`config.mk`:
```
export PLATFORM = sky130hd
export DESIGN_NAME = lsu
export DESIGN_NICKNAME = d
export VERILOG_FILES = /design/src/rtl/lsu.sv
export SDC_FILE = /design/constraint.sdc
export NUM_CORES = 1
export LEC_CHECK = 0
export ABC_AREA = 1
export BUFFER_PORTS_ARGS = -buffer_cell sky130_fd_sc_hd__buf_4
export CORE_ASPECT_RATIO = 0.9
export CORE_UTILIZATION = 30
export DETAILED_ROUTE_END_ITERATION = 6
export PLACE_DENSITY = 0.59
export SKIP_LAST_GASP = 1
export SLEW_MARGIN = 20
export SYNTH_ARGS = -nofsm -noshare
export SYNTH_HDL_FRONTEND = slang
export SYNTH_SLANG_ARGS = --single-unit
```
`constraint.sdc`:
```
create_clock -name clk -period 4.7 [get_ports clk]
set_input_delay 0 -clock clk [delete_from_list [all_inputs] [get_ports clk]]
set_output_delay 0 -clock clk [all_outputs]
set_load 0.02 [all_outputs]
```
`src/rtl/lsu.sv`:
```
// Single-port load/store unit: RV32I byte/half/word accesses onto a word-wide data memory.
// Sub-word stores are done as a read-modify-write. One request is in flight at a time.
module lsu (
    input  logic        clk,
    input  logic        rst,
    input  logic        req_valid,
    output logic        req_ready,
    input  logic        req_we,
    input  logic [2:0]  req_funct3,
    input  logic [31:0] req_addr,
    input  logic [31:0] req_wdata,
    output logic        resp_valid,
    output logic [31:0] resp_rdata,
    output logic        resp_err,
    output logic        mem_load,
    output logic        mem_store,
    output logic [31:0] mem_addr,
    output logic [31:0] mem_wdata,
    input  logic [31:0] mem_rdata
);

    typedef enum logic [2:0] {IDLE, LOAD, RMW_RD, WRITE, DONE} state_t;

    typedef struct packed {
        logic        we;
        logic [2:0]  f3;
        logic [31:0] addr;
        logic [31:0] wdata;
    } lsu_req_t;

    state_t      state;
    lsu_req_t    r;
    logic [31:0] merge;
    logic        bad;
    logic [7:0]  byte_v;
    logic [15:0] half_v;
    logic [31:0] ld_val;
    logic [31:0] merged;

    // Decode the live request so the accept edge can branch straight to DONE on error.
    always_comb begin
        bad = (req_funct3 == 3'd3) || (req_funct3 == 3'd6) || (req_funct3 == 3'd7)
           || (req_we && req_funct3[2])
           || ((req_funct3[1:0] == 2'b01) && req_addr[0])
           || ((req_funct3 == 3'd2) && (req_addr[1:0] != 2'b00));
    end

    always_comb begin
        byte_v = mem_rdata[{r.addr[1:0], 3'b000} +: 8];
        half_v = mem_rdata[{r.addr[1], 4'b0000} +: 16];
        case (r.f3)
            3'd0:    ld_val = {{24{byte_v[7]}}, byte_v};
            3'd1:    ld_val = {{16{half_v[15]}}, half_v};
            3'd4:    ld_val = {24'h0, byte_v};
            3'd5:    ld_val = {16'h0, half_v};
            default: ld_val = mem_rdata;
        endcase
    end

    always_comb begin
        merged = mem_rdata;
        if (r.f3[0])
            merged[{r.addr[1], 4'b0000} +: 16] = r.wdata[15:0];
        else
            merged[{r.addr[1:0], 3'b000} +: 8] = r.wdata[7:0];
    end

    assign req_ready = (state == IDLE) && !rst;
    assign mem_addr  = (state == IDLE) ? 32'h0 : {r.addr[31:2], 2'b00};
    assign mem_wdata = mem_store ? (r.f3[1] ? r.wdata : merge) : 32'h0;

    // Strobes are registered alongside the state so they exactly track it.
    always_ff @(posedge clk or posedge rst) begin
        if (rst) begin
            state      <= IDLE;
            r          <= '0;
            merge      <= '0;
            resp_valid <= 1'b0;
            resp_rdata <= '0;
            resp_err   <= 1'b0;
            mem_load   <= 1'b0;
            mem_store  <= 1'b0;
        end else begin
            case (state)
                IDLE: if (req_valid) begin
                    r <= '{we: req_we, f3: req_funct3, addr: req_addr, wdata: req_wdata};
                    if (bad) begin
                        state      <= DONE;
                        resp_valid <= 1'b1;
                        resp_err   <= 1'b1;
                        resp_rdata <= '0;
                    end else if (!req_we) begin
                        state    <= LOAD;
                        mem_load <= 1'b1;
                    end else if (req_funct3 == 3'd2) begin
                        state     <= WRITE;
                        mem_store <= 1'b1;
                    end else begin
                        state    <= RMW_RD;
                        mem_load <= 1'b1;
                    end
                end
                LOAD: begin
                    state      <= DONE;
                    mem_load   <= 1'b0;
                    resp_valid <= 1'b1;
                    resp_rdata <= ld_val;
                    resp_err   <= 1'b0;
                end
                RMW_RD: begin
                    state     <= WRITE;
                    mem_load  <= 1'b0;
                    mem_store <= 1'b1;
                    merge     <= merged;
                end
                WRITE: begin
                    state      <= DONE;
                    mem_store  <= 1'b0;
                    resp_valid <= 1'b1;
                    resp_rdata <= '0;
                    resp_err   <= 1'b0;
                end
                DONE: begin
                    state      <= IDLE;
                    resp_valid <= 1'b0;
                end
                default: begin
                    state      <= IDLE;
                    resp_valid <= 1'b0;
                    mem_load   <= 1'b0;
                    mem_store  <= 1'b0;
                end
            endcase
        end
    end

endmodule

```
==> flow_summary_export.csv, run 1 <==
group,metric,value,unit
timing,timing.max_slew.rel_slack,0.294,
cts,numCtsBuffers,17,
finish,final_cell_mix,"209 x sky130_fd_sc_hd__buf_4, 183 x sky130_fd_sc_hd__nor2_1, 139 x sky130_fd_sc_hd__nand2_1",
pwr,leakage_power,5.56,nW
finish,syn_to_final_growth,38.5,%
pwr,total_power,7.86,mW
finish,finalNetCount,1338,
flow_run,timing.max_cap.violations,0,
floorplan,io-pin-count,204,
cts,cts-htree-levels,4,
floorplan,core.rowCount,56,
cts,tritoncts,"done",
finish,filler_cell_count,2576,
critical_path,worst_r2r_startpoint,"state[2]$_DFFE_PP0N_",
cts,clock_root_buffer_master,"sky130_fd_sc_hd__clkbuf_16",
placed_design,number_of_input_and_output_port_buffers_inserted,201,
timing,tightest_slew,1060,ps
floorplan,fp.dieW,174,um
global_route,antenna_found_initial,0,
route,via_count,7552,
floorplan,die-area,27200,um2
critical_path,cp.required,5010,ps
route,dr.pass1.iters,7,
timing,timing.hold.ws,21.4,ps
critical_path,critPathKind,"flip-flop to flip-flop",
cts,cts_hold_buffers,79,
route,drt-initial-drc-count,507,
min_path,hold_class,"input port to flip-flop",
route,number_of_routed_nets_with_antenna_violations,0,
finish,drive_above_1_share,0.298,
floorplan,core,26100,um2
route,routedWlPerCell,16.3,um
global_route,globalRouteOverflowTotal,0,
timing,setup_total_negative_slack,0,ps
global_route,number_of_global_route_vias_before_repair,7347,
route,totalWireLength,25900,um
cts,cts_sinks,138,
critical_path,endpoint_kind,"flip-flop",
finish,layout_commonest_cell,"sky130_fd_sc_hd__buf_4",
synth,synthCells,984,
cts,cts_resized,0,
timing,unrepaired_setup_endpoints_after_global_routing,"no",
synth,sequential_element_share_of_the_synthesized_area,0.434,
cts,clk_latency,430,ps
global_route,grt_first_pass_wirelength,41300,um
placed_design,final_replace_weighted_congestion,0.876,
synth,syn-cell-area,7960,um2
global_route,total_global_route_track_usage,0.195,
synth,synth.ff_latch_count,138,
cts,cts.path.max_buffers,2,
timing,timing.final.setup_violations,0,
finish,insertedDiodeCount,0,
synth,synth_top_cell_area_share,0.434,
synth,syn_area_per_cell,8.09,um2
min_path,hold_path_startpoint,"mem_rdata[7]",
critical_path,setup.worst_path.start,"state[2]$_DFFE_PP0N_",
pwr,irDropWorstVdd,0.000357,V
synth,async_reset_ff_frac,1.00,
floorplan,vertical_die_dimension,157,um
synth,yosysWarningCount,0,
timing,post-route-period-util,0.617,
synth,ys_types,39,
synth,synth_flop_cell,"sky130_fd_sc_hd__dfrtp_1",
route,drc,0,
cts,clk_transition_reported_paths,60,ps
placed_design,detailedPlacementHpwl,17800,um
route,drt-vias-per-instance,4.75,
timing,clock-skew-final,7.97,ps
timing,report.final.hold_viol_count,0,
synth,synthTopCellsByArea,"sky130_fd_sc_hd__dfrtp_1 43%, sky130_fd_sc_hd__nor2_1 8.6%, sky130_fd_sc_hd__nand2_1 6.6%",
cts,post-cts-setup-buffers,0,
timing,highest_clock_frequency_the_design_can_meet,0.345,GHz
floorplan,floorplan.initialDensity,0.305,
pwr,power_density,713,nW/um2
timing,slew_violations,0,
critical_path,worst-path-max-fanout,61,
synth,synth_area_leader_cell,"sky130_fd_sc_hd__dfrtp_1",
timing,post_layout_min_period,2900,ps
critical_path,crit_arrival,3210,ps
synth,synth_edf_count,0,
run_status,outcome,"finished clean",
global_route,grt_max_degree,102,
critical_path,cp-start-kind,"flip-flop",
cells by family after synthesis:
| logic type | synth area share |
|---|---|
| AND/OR/NAND/NOR | 0.253 |
| multiplexers | 0.0391 |
| AO/OA/AOI/OAI | 0.177 |
| other | 0.000471 |
| flip-flops | 0.434 |
| buffers and inverters | 0.0891 |
| adder cells (fa/ha/maj) | 0.00786 |
routing by layer:
| layer | wire (um) | vias up | global-route usage |
|---|---|---|---|
| li1 | - | 3683 | - |
| met1 | 12000 | 3564 | 0.269 |
| met2 | 11700 | 274 | 0.300 |
| met3 | 1790 | 31 | 0.0508 |
| met4 | 390 | 0 | 0.0539 |
| met5 | 0 | - | 0 |
worst paths after layout:
check | slack, ps | cells after the start | to
worst max-delay path | 1800 | 6 | r[13]$_DFFE_PP0P_
worst min register to register | 480 | 2 | merge[23]$_DFFE_PP0P_
worst max register to register | 1800 | 6 | r[13]$_DFFE_PP0P_
worst min-delay path | 20 | 5 | resp_rdata[7]$_DFFE_PP0P_
min in group asynchronous | 360 | 3 | r[53]$_DFFE_PP0P_
max in group asynchronous | 3250 | 4 | merge[22]$_DFFE_PP0P_
flip-flops by register name (all words and copies together), names as in the netlist:
| register | cells |
|---|---|
| mem_store | 1 |
| resp_valid | 1 |
| state | 3 |
| r | 67 |
| resp_rdata | 32 |
| resp_err | 1 |
| mem_load | 1 |
| merge | 32 |
stage by stage:
step	instances	worst slack [ps]	utilization	instance area (um2)
floorplan	985	1000	-	7960
finish	1591	1800	0.423	11000
global route	1591	1540	0.423	11000
detailed placement	1480	1820	0.368	9600
CTS	1591	1790	0.423	11000
global placement	1480	1860	0.368	9600
synthesized netlist by cell type (19+ instances only):
master,instances
sky130_fd_sc_hd__dfrtp_1,138
sky130_fd_sc_hd__nand2_4,28
sky130_fd_sc_hd__nand2_2,31
sky130_fd_sc_hd__inv_1,82
sky130_fd_sc_hd__nand3_1,24
sky130_fd_sc_hd__o21ai_0,76
sky130_fd_sc_hd__a21oi_2,30
sky130_fd_sc_hd__clkbuf_1,19
sky130_fd_sc_hd__buf_2,26
sky130_fd_sc_hd__nor2_1,183
sky130_fd_sc_hd__nand2_1,141
sky130_fd_sc_hd__a21oi_1,79
worst max-delay path: stages (launching register included):
cell and delay (ps):
sky130_fd_sc_hd__dfrtp_1 450, sky130_fd_sc_hd__nor2_4 160, sky130_fd_sc_hd__nand2_2 90, sky130_fd_sc_hd__inv_2 510
sky130_fd_sc_hd__nand2_4 580, sky130_fd_sc_hd__buf_4 540, sky130_fd_sc_hd__mux2_4 380
cell type report:
| class | count | area, um2 | share of cell area |
|---|---|---|---|
| tap | 348 | 435 | 0.0395 |
| clock buffer | 20 | 457 | 0.0414 |
| timing repair buffer | 288 | 2360 | 0.214 |
| multi-input combinational | 697 | 3810 | 0.346 |
| inverter | 88 | 338 | 0.0306 |
| clock inverter | 12 | 171 | 0.0155 |
| sequential | 138 | 3450 | 0.313 |
report_power, final:
group / internal, mW / switching (mW)
Combinational: 1.57 / 2.72
Clock: 0.913 / 0.551
Sequential: 1.71 / 0.403
Total: 4.19 / 3.67
Note: power is estimated with default switching activity, not from simulation.
==> inputs of run 2 (changes only) <==
==> constraint.sdc (replaced) <==
create_clock -name clk -period 2.8 [get_ports clk]
set_input_delay 0 -clock clk [delete_from_list [all_inputs] [get_ports clk]]
set_output_delay 0 -clock clk [all_outputs]
set_load 0.02 [all_outputs]
==> run 2 against run 1 <==
Against the previous run:
- final cell count rose by 0.44%
- via count rose by 1.5%
- maximum frequency rose by 34%
- final area rose by 0.82%
- sequential share of layout area fell by 0.25 points
- utilization rose by 0.35 points
- routed wire length rose by 1.8%
- clock-buffer cell count did not move
- global-route usage rose by 0.29 points
- first-iteration DRC count rose by 3.2%
- combinational power rose by 72%
- largest power group unchanged
- highest routed layer is now met5
- critical path depth rose by 1
==> flow_summary_export.csv, run 2 (synthesis results as in run 1) <==
group,metric,value,unit
cts,cts-htree-levels,4,
global_route,grt_max_degree,70,
critical_path,crit_slowest_cell,"sky130_fd_sc_hd__dfrtp_1",
finish,drive_above_1_share,0.302,
finish,finalNetCount,1346,
critical_path,cp.buffers_inverters,2,
critical_path,cp.required,3150,ps
route,drt-initial-drc-count,523,
floorplan,fp.dieW,174,um
finish,final_cell_mix,"213 x sky130_fd_sc_hd__buf_4, 183 x sky130_fd_sc_hd__nor2_1, 140 x sky130_fd_sc_hd__nand2_1",
run_status,outcome,"finished clean",
cts,tritoncts,"done",
critical_path,cp_top_family,"flip-flops",
cts,clk_transition_reported_paths,70,ps
floorplan,floorplan.initialDensity,0.305,
critical_path,worst-path-max-fanout,15,
critical_path,critPathKind,"flip-flop to flip-flop",
floorplan,vertical_die_dimension,157,um
critical_path,crit_chain,"inv_1, ha_1, inv_1, nand3_1, o21ai_1, a21oi_1, nor2_1",
timing,setup_total_negative_slack,0,ps
cts,clk_latency,430,ps
timing,timing.max_slew.rel_slack,0.503,
timing,post_layout_min_period,2170,ps
pwr,leakage_power,5.60,nW
timing,slew_violations,0,
timing,timing.hold.ws,32.5,ps
finish,insertedDiodeCount,0,
pwr,irDropWorstVdd,0.000718,V
cts,cts_sinks,138,
floorplan,die-area,27200,um2
route,routedWlPerCell,16.5,um
timing,timing.final.setup_violations,0,
placed_design,number_of_input_and_output_port_buffers_inserted,201,
floorplan,io-pin-count,204,
critical_path,crit_path_frequent_cell,"sky130_fd_sc_hd__inv_1",
cts,cts.path.max_buffers,2,
finish,largest_register_ff_count,67,
finish,layout.cells.non_filler,1598,
critical_path,cp-start-kind,"flip-flop",
route,number_of_routed_nets_with_antenna_violations,0,
route,via_count,7668,
placed_design,dp_cells,1489,
finish,largestRegisters,"r x67, merge x32, resp_rdata x32",
route,dr.pass1.iters,5,
timing,highest_clock_frequency_the_design_can_meet,0.461,GHz
timing,post-route-period-util,0.774,
critical_path,endpoint_kind,"flip-flop",
flow_run,timing.max_cap.violations,0,
route,totalWireLength,26400,um
global_route,antenna_found_initial,1,
cts,cts_resized,0,
finish,largest_register,"r",
floorplan,core.rowCount,56,
timing,clock-skew-final,11.5,ps
global_route,number_of_global_route_vias_before_repair,7605,
timing,unrepaired_setup_endpoints_after_global_routing,"no",
min_path,hold_class,"input port to flip-flop",
global_route,total_global_route_track_usage,0.198,
cts,numCtsBuffers,17,
global_route,grt_first_pass_wirelength,41700,um
global_route,globalRouteOverflowTotal,0,
pwr,power_density,1190,nW/um2
critical_path,crit_arrival,2520,ps
route,drc,0,
finish,syn_to_final_growth,39.7,%
placed_design,detailedPlacementHpwl,18400,um
critical_path,timing.critical_path.slowest_cell_delay,600,ps
floorplan,core,26100,um2
cts,clock_root_buffer_master,"sky130_fd_sc_hd__clkbuf_16",
placed_design,final_replace_weighted_congestion,0.893,
timing,tightest_slew,744,ps
route,drt-vias-per-instance,4.80,
finish,layout_commonest_cell,"sky130_fd_sc_hd__buf_4",
timing,report.final.hold_viol_count,0,
cts,post-cts-setup-buffers,0,
run 2: routing by layer:
| layer | GRT usage | vias to the layer above | part of all wire |
|---|---|---|---|
| li1 | - | 3703 | - |
| met1 | 0.267 | 3623 | 0.45 |
| met2 | 0.312 | 308 | 0.45 |
| met3 | 0.0508 | 32 | 0.078 |
| met4 | 0.0530 | 2 | 0.017 |
| met5 | 0 | - | 0.00049 |
run 2: cell type report:
cell class                 instances  area [um2]
fill                            2652       14900
inverter                          88         337
tap                              348         435
sequential                       138        3450
clock inverter                    11         145
timing repair buffer             296        2480
multi-input combinational        697        3810
clock buffer                      20         457
run 2: per-stage QoR:
| stage | setup WS [ps] | util | cell area, um2 | power, mW |
|---|---|---|---|---|
| after floorplan | 1080 | - | 7970 | 8.49 |
| after detailed placement | 653 | 0.373 | 9730 | 10.8 |
| after CTS | 649 | 0.426 | 11100 | 13.4 |
| after global placement | 765 | 0.373 | 9730 | 10.8 |
| after global routing | 368 | 0.426 | 11100 | 14.3 |
| final | 631 | 0.426 | 11100 | 13.3 |
run 2: timing repair:
item | 4_1_cts | 5_1_grt
endpoints found under the setup margin | 0 | 0
hold endpoints to repair | 114 | 0
hold buffers | 78 | 0
run 2: final timing paths:
path	start	to	slack [ps]	depth (start not counted)
worst max-delay path	r[32]$_DFFE_PP0P_	merge[5]$_DFFE_PP0P_	630	7
worst max register to register	r[32]$_DFFE_PP0P_	merge[5]$_DFFE_PP0P_	630	7
min in group asynchronous	rst	r[62]$_DFFE_PP0P_	270	3
worst min register to register	resp_rdata[17]$_DFFE_PP0P_	resp_rdata[17]$_DFFE_PP0P_	480	2
max in group asynchronous	rst	merge[13]$_DFFE_PP0P_	1710	4
worst min-delay path	mem_rdata[10]	resp_rdata[10]$_DFFE_PP0P_	30	5
run 2: tightest hold or removal path, stage by stage:
cell and delay [ps]:
sky130_fd_sc_hd__buf_4 120, sky130_fd_sc_hd__inv_1 100, sky130_fd_sc_hd__a21oi_1 80, sky130_fd_sc_hd__nand2_1 80, sky130_fd_sc_hd__nand2_2 50
run 2: power by group:
part           leakage (nW)  internal (mW)  switching (mW)
sequential             1.64           2.87           0.649
clock                 0.288           1.44           0.925
combinational          3.68           2.75            4.63
total                  5.60           7.07            6.20
